[src/rtl/datapath_ctrl_if.sv]
// Instruction-fetch bus between datapath_ctrl and instruction memory.
// Master issues the request; slave acks and returns the word the same cycle.
interface datapath_ctrl_if;
  logic        InstrReq;
  logic [15:0] InstrAddr;
  logic        InstrAck;
  logic [15:0] InstrData;

  modport master (
    output InstrReq,
    output InstrAddr,
    input  InstrAck,
    input  InstrData
  );

  modport slave (
    input  InstrReq,
    input  InstrAddr,
    output InstrAck,
    output InstrData
  );
endinterface

[src/rtl/datapath_ctrl.sv]
// Fetch/exec sequencer driving a register-file datapath.
// Optional macro DATAPATH_CTRL_CARRY_CHAIN_EN feeds FlagReg[0] to Cin in EXEC.
module datapath_ctrl (
  input  logic        Clk,
  input  logic        Reset,
  input  logic        Start,
  input  logic [15:0] StartAddr,
  datapath_ctrl_if.master ibus,
  output logic [15:0] Opcode,
  output logic        Cin,
  output logic        RegWrEn,
  input  logic [4:0]  Flags,
  output logic [4:0]  FlagReg,
  output logic        Busy,
  output logic        Halted
);

  typedef enum logic [1:0] {
    IDLE,
    FETCH,
    EXEC,
    HALTED
  } state_t;

  state_t      state_q, state_n;
  logic [15:0] pc_q, pc_n;
  logic [15:0] ir_q, ir_n;
  logic [4:0]  flag_q, flag_n;
  logic [7:0]  fsel;
  logic        skip_hit;
  logic        is_ctrl;
  logic [3:0]  ctrl_cls;

  // Indices 5-7 land on the zero padding, so they never skip.
  assign fsel     = {3'b000, flag_q};
  assign skip_hit = fsel[ibus.InstrData[2:0]];
  assign is_ctrl  = (ibus.InstrData[15:12] == 4'hF);
  assign ctrl_cls = ibus.InstrData[11:8];

  always_ff @(posedge Clk) begin
    if (Reset) begin
      state_q <= IDLE;
      pc_q    <= 16'h0000;
      ir_q    <= 16'h0000;
      flag_q  <= 5'b00000;
    end else begin
      state_q <= state_n;
      pc_q    <= pc_n;
      ir_q    <= ir_n;
      flag_q  <= flag_n;
    end
  end

  always_comb begin
    state_n = state_q;
    pc_n    = pc_q;
    ir_n    = ir_q;
    flag_n  = flag_q;
    unique case (state_q)
      IDLE, HALTED: begin
        if (Start) begin
          pc_n    = StartAddr;
          state_n = FETCH;
        end
      end
      FETCH: begin
        if (ibus.InstrAck) begin
          ir_n = ibus.InstrData;
          pc_n = pc_q + 16'd1;
          if (!is_ctrl) begin
            state_n = EXEC;
          end else if (ctrl_cls == 4'h0) begin
            state_n = HALTED;
          end else if (ctrl_cls == 4'h1) begin
            state_n = FETCH;
            if (skip_hit) pc_n = pc_q + 16'd2;
          end else begin
            state_n = FETCH;
          end
        end
      end
      EXEC: begin
        flag_n  = Flags;
        state_n = FETCH;
      end
      default: state_n = IDLE;
    endcase
  end

  assign ibus.InstrReq  = (state_q == FETCH);
  assign ibus.InstrAddr = pc_q;
  assign Opcode         = ir_q;
  assign RegWrEn        = (state_q == EXEC);
  assign FlagReg        = flag_q;
  assign Busy           = (state_q == FETCH) ||
                          (state_q == EXEC);
  assign Halted         = (state_q == HALTED);

`ifdef DATAPATH_CTRL_CARRY_CHAIN_EN
  assign Cin = (state_q == EXEC) & flag_q[0];
`else
  assign Cin = 1'b0;
`endif

endmodule
[src/flat_wrapper.sv]
// flat-port wrapper written by rule: the top's interface ports become plain ports
module datapath_ctrl_flat 
  (Clk, Reset, Start, StartAddr, Opcode, Cin, RegWrEn, Flags, FlagReg, Busy, Halted, ibus_InstrReq, ibus_InstrAddr, ibus_InstrAck, ibus_InstrData);
  datapath_ctrl_if ibus_i ();
  input  logic Clk;
  input  logic Reset;
  input  logic Start;
  input  logic [15:0] StartAddr;
  output logic [15:0] Opcode;
  output logic Cin;
  output logic RegWrEn;
  input  logic [4:0] Flags;
  output logic [4:0] FlagReg;
  output logic Busy;
  output logic Halted;
  output wire logic [$bits(ibus_i.InstrReq)-1:0] ibus_InstrReq;
  output wire logic [$bits(ibus_i.InstrAddr)-1:0] ibus_InstrAddr;
  input wire logic [$bits(ibus_i.InstrAck)-1:0] ibus_InstrAck;
  input wire logic [$bits(ibus_i.InstrData)-1:0] ibus_InstrData;
  assign ibus_InstrReq = ibus_i.InstrReq;
  assign ibus_InstrAddr = ibus_i.InstrAddr;
  assign ibus_i.InstrAck = ibus_InstrAck;
  assign ibus_i.InstrData = ibus_InstrData;
  datapath_ctrl u_core (.Clk(Clk), .Reset(Reset), .Start(Start), .StartAddr(StartAddr), .ibus(ibus_i), .Opcode(Opcode), .Cin(Cin), .RegWrEn(RegWrEn), .Flags(Flags), .FlagReg(FlagReg), .Busy(Busy), .Halted(Halted));
endmodule
[config.mk]
export PLATFORM = sky130hd
export DESIGN_NAME = datapath_ctrl_flat
export DESIGN_NICKNAME = d
export VERILOG_FILES = /design/src/rtl/datapath_ctrl_if.sv /design/src/rtl/datapath_ctrl.sv /design/src/flat_wrapper.sv
export SDC_FILE = /design/constraint.sdc
export NUM_CORES = 1
export LEC_CHECK = 0
export BUFFER_PORTS_ARGS = -buffer_cell sky130_fd_sc_hd__buf_4
export CORE_AREA = 2 2 72 74
export DETAILED_ROUTE_END_ITERATION = 16
export DIE_AREA = 0 0 74 76
export PLACE_DENSITY = 0.74
export SYNTH_ARGS = -nofsm -noshare
export SYNTH_HDL_FRONTEND = slang
export SYNTH_SLANG_ARGS = --single-unit
[constraint.sdc]
create_clock -name Clk -period 2.59 [get_ports Clk]
set_input_delay 0.259 -clock Clk [delete_from_list [all_inputs] [get_ports Clk]]
set_output_delay 0.259 -clock Clk [all_outputs]
set_load 0.02 [all_outputs]
### Word-level counts from Yosys, hierarchy flattened

Cells that the tools add are included.

* bits in registers: 39
* word-level logic and storage cells: 36

* add/subtract/negate cells: 2
* magnitude comparators: 1
* equal/unequal tests: 7
* mux-type cells: 14
* reductions and logical operators: 8

Operators with widths (count)
* $mux 16: 6
* $pmux 16 s2: 1
* $add 16x1->16 const B: 1
* $add 16x2->16 const B: 1
* $mux 2: 4
* $pmux 2 s3: 1
* $eq 2x2->1 const B: 2
* $eq 4x1->1 const B: 1
* $eq 4x4->1 const B: 1
* $logic_not 4->1: 1
* $lt 3x4->1 const B: 1
* $reduce_and 2->1: 2
* $bmux 1 s3: 1
* $reduce_and 3->1: 1
* $eq 2x1->1 const B: 1
* $logic_not 2->1: 1
* $ne 2x1->1 const B: 1
* $ne 2x2->1 const B: 1
* $reduce_bool 2->1: 1
* $reduce_or 2->1: 1
* $logic_or 1x1->1: 1
* $mux 1: 1

### Depth between registers and ports, before layout

* word-level depth: 8
* gate-level depth with buffers: 10
* mapped depth without buffers: 8

### Least setup slack after synthesis

OpenSTA, ideal clock, no wires.

* path kind: register -> register
* start: register u_core.state_q[1]
* end: register u_core.pc_q[12] (netlist: u_core.ibus.InstrAddr[12])
* library setup time: 0.122 ns
* data arrival time: 2.124 ns
* data required time: 2.468 ns
* setup slack: 0.344 ns
* stages on the path, launching flop included: 9
* path buffers: 1
* period minus slack after synthesis: 2.246 ns
* path through: dfxtp_1 inv_1 ha_1 clkbuf_1 inv_1 o21ai_0 or4_1 or4_1 o311a_1

* elaborated cells on any way between the ends: 9
* classes of those cells: eq/ne (4); mux (1); reduce/logical (4)

RTL lines
* start, declared: RTL line datapath_ctrl.sv:25 `state_t state_q, state_n;`
* start signal, assigned: RTL line datapath_ctrl.sv:47 `state_q <= state_n;`
* $eq 2x1->1 (*)
* via ibus_InstrReq: RTL line flat_wrapper.sv:16 `output wire logic [$bits(ibus_i.InstrReq)-1:0] ibus_InstrReq;`
* $ne 2x1->1 (no line) or $reduce_bool 2->1 (tied branches)
* $reduce_and 3->1 (no line)
* end signal, assigned: RTL line datapath_ctrl.sv:48 `pc_q <= pc_n;`
* end, declared: RTL line datapath_ctrl.sv:26 `logic [15:0] pc_q, pc_n;`

The timed path passes the listed nets; every way through them passes the cells marked *.
A chain may end at the register's enable or synchronous reset.

### Worst setup path after layout

* start: register u_core.state_q[0]
* end: register u_core.pc_q[12] (netlist: u_core.ibus.InstrAddr[12])

* cells in the longest elaborated chain, start to end: 4
* elaborated cells on any way between the ends: 9
* classes of those cells: eq/ne (4); mux (1); reduce/logical (4)

RTL lines
* $eq 2x2->1 or $logic_not 2->1 (tied branches): RTL line datapath_ctrl.sv:59 `unique case (state_q)`
* $reduce_or 2->1: RTL line datapath_ctrl.sv:59
* $ne 2x2->1 (no line) or $reduce_bool 2->1 (tied branches)
* $reduce_and 3->1 (no line)

Several ways; a longest one is shown, not always the timed one.

==> summary.md <==
| Metric | Value |
|---|---|
| Filler cell count | approximately 500 |
| Hold crit path type | in -> reg |
| Initial Util | 0.4305 |
| Final Power | 1.837 mW |
| CTS sink count | 39 |
| Die footprint | ~5600 um^2 |
| Syn Area/Cell | 7.920 um^2 |
| Setup bufs post-CTS | 0 |
| Synth cell count leaders | nand2_1 (50), dfxtp_1 (39), a21oi_1 (28) |
| Synth Area in Simple Gates | 0.2580 |
| Static Leak | 1.203 nW |
| P&R area growth vs syn | 36.75% |
| Syn nets | around 310 |
| Max_slew headroom | 0.6653 |
| Vias/cell | around 5.4 |
| I/O pins | 83 |
| Clock tree buffer depth | 2 |
| Final hold vios | 0 |
| Max Cap Violations | 0 |
| Synth Register Bits | 39 |
| Post-synth EDFFs | 0 |
| Core ar. | roughly 4900 um^2 |
| Status | finished, final reports clean |
| Post-Syn Instances | approximately 270 |
| DRC | 0 |
| CTS resizes | 0 |
| Initial antenna violation count | 0 |
| Sequential fraction of design power | 0.420 |
| Cts hold-fix bufs | 0 |
| Cell Area, Synth | ~2100 um^2 |
| Fin. max-slew vios | 0 |
| Nets | between 300 and 400 |
| CTS Buf Count | 5 |
| Power per standard cell area | roughly 640 nW/um^2 |
| Total track usage | 0.2111 |
| Worst path required time | about 2.8 ns |
| Ys async rst share | 0 |
| Worst EP arrival | ~2.5 ns |
| Total number of yosys warnings | 0 |
| Root buf cell | clkbuf_8 |
| CTS tree | yes |
| Int Pwr | about 1.2 mW |
| Gp weighted congestion | slightly below 0.8 |
| Vias in the first global route | 2,017 |
| Initial DRC count | roughly 140 |
| Largest family of logic cells by synthesized area | simple AND/OR/NAND/NOR gates |
| CP max FO | 6 |
| Global-route wire length before repair | 9.515 mm |
| Dominant synthesized flop cell | dfxtp_1 |
| Final min period | 2.260 ns |
| Largest net degree at the start of global routing | 41 |
| I/O Buffers | 81 |
| Library cells used by synthesis | between 40 and 50 |
| Drt first pass iters | 4 |
| Clk slew on worst S/H paths | approximately 0.08 ns |
| Antenna Nets Post-Route | 0 |
| Via count | approximately 2,300 |
| Ant diodes | 0 |
| Maximum clock frequency | between 0.4 and 0.5 GHz |
| Clock power share | 0.216 |
| Combinational share of power | 0.364 |
| Count leader, synth | nand2_1 |
| Mux share of post-synthesis cell area | 0.05740 |
| Post-Synth XOR/XNOR Area | 0.01243 |
| Crit. End Element | register |
| VDD IR max | 0.0002789 V |
| Top-area cell type share of the netlist area | 0.3692 |
| Worst slew pin tran | between 0.4 and 0.5 ns |
| Clock skew | 0.009842 ns |
| Startpoint types | register |
| Layout cell share with drive strength beyond 1 | 0.3066 |
| Routed len/inst | 13.92 um |
| Net Sw Power | 0.6820 mW |
| Area contributors post-synth | dfxtp_1 (37%), nand2_1 (8.9%), a21oi_1 (6.6%), mux2i_1 (3.8%), nor2_1 (3.2%) |
| Final setup TNS | 0 ns |
| Setup Crit Path Kind | reg -> reg |
| Switching Share | 0.3714 |
| RSZ-0062 raised after global routing | false |
| Max H-tree Level | 2 |
| Die width | 74 um |
| Setup violators final | 0 |
| Fin crit share | 0.8728 |
| Fin util | 0.5886 |
| Synth area leader | dfxtp_1 |
| Clock latency on the worst-skew pair | ~0.29 ns |
| Cell Rows | 26 |
| Final wirelength | 5.834 mm |
| Synth Area in Adders | 0.02959 |
| Register area share after synthesis | 0.3692 |
| Die Ht | 76 um |
| Grt ovf | 0 |
| Synth Area in Compound Gates | 0.2254 |
| Hpwl dp | between 4 and 5 mm |
sequential cells by signal, indices dropped and copies added, names as in the netlist:
| register | flops |
|---|---|
| u_core.FlagReg | 5 |
| u_core.ibus.InstrAddr | 16 |
| u_core.state_q | 2 |
| u_core.Opcode | 16 |
per-stage QoR:
stage / hold slack, ns / worst slack [ns] / instance area, um^2 / cells
3_3_place_gp: 0.4438 / 0.3093 / 2810 / 411
5_1_grt: 0.2150 / 0.2030 / 2892 / 419
2_1_floorplan: 0.3950 / 0.3443 / 2115 / 267
3_5_place_dp: 0.4478 / 0.2343 / 2810 / 411
4_1_cts: 0.2091 / 0.2309 / 2892 / 419
6_report: 0.2089 / 0.3295 / 2892 / 419
layout make-up:
class	instances	area, um^2	share of cell area
Tap cell	70	87.58	0.03029
Timing Repair Buffer	89	668.1	0.2311
Clock buffer	7	76.32	0.02640
Clock inverter	1	5.005	0.001731
Sequential cell	39	780.7	0.2700
Multi-Input combinational cell	203	1236	0.4275
Inverter	10	37.54	0.01298
critical path, cell delays in order, from the launching register on:
cell and delay, ns:
dfxtp_1 0.36, inv_1 0.07, ha_1 0.36, nand2b_1 0.12
o21ai_1 0.19, or4_1 0.53, or4_1 0.40, o311a_1 0.13
metal layers:
metal	vias up	share of wire	track usage
li1	1123	-	-
met1	1043	0.43	0.2904
met2	92	0.47	0.3304
met3	5	0.085	0.04497
met4	0	0.010	0.06000
met5	-	0	0
cells in the final DEF (no fill, tap or decap), types with 2 or more instances in the layout:
cell,count
buf_4,89
nand2_1,50
dfxtp_1,39
a21oi_1,28
nor2_1,18
nand3_1,11
inv_1,10
nor3_1,9
a31oi_1,9
or4_1,8
mux2i_1,8
and3_1,5
ha_1,5
clkbuf_8,5
a22oi_1,4
nor4_1,3
o22ai_1,3
a211oi_1,3
o211ai_1,3
mux2_4,2
a21oi_4,2
a21o_1,2
xnor2_1,2
o21ai_0,2
a221oi_1,2
or2_2,2
o41ai_1,2
clkbuf_1,2
final timing paths:
| path | start | end | slack (ns) | depth (start not counted) |
|---|---|---|---|---|
| min | Flags[1] | u_core.FlagReg[1] | 0.21 | 3 |
| max | u_core.state_q[0] | u_core.ibus.InstrAddr[12] | 0.33 | 7 |
| min reg2reg | u_core.Opcode[3] | u_core.Opcode[3] | 0.46 | 2 |
| max reg2reg | u_core.state_q[0] | u_core.ibus.InstrAddr[12] | 0.33 | 7 |
kinds of logic (layout without fill, tap and decap cells):
logic type / Yosys count / count (layout)
flip-flops: 39 / 39
adder cells (fa/ha/maj): 5 / 5
other: 1 / 1
multiplexers: 11 / 11
XOR/XNOR: 3 / 3
AO/OA/AOI/OAI: 69 / 69
buffers and inverters: 25 / 107
AND/OR/NAND/NOR: 114 / 114
power groups by stage:
| stage | clock network, mW | registers, mW | logic (mW) |
|---|---|---|---|
| global route | 0.435 | 0.786 | 0.736 |
| detailed placement | 0 | 0.783 | 0.669 |
| global placement | 0 | 0.783 | 0.657 |
| CTS | 0.409 | 0.770 | 0.670 |
| finish | 0.397 | 0.772 | 0.668 |
| floorplan | 0 | 0.840 | 0.327 |
(Power assumes the default switching activity.)
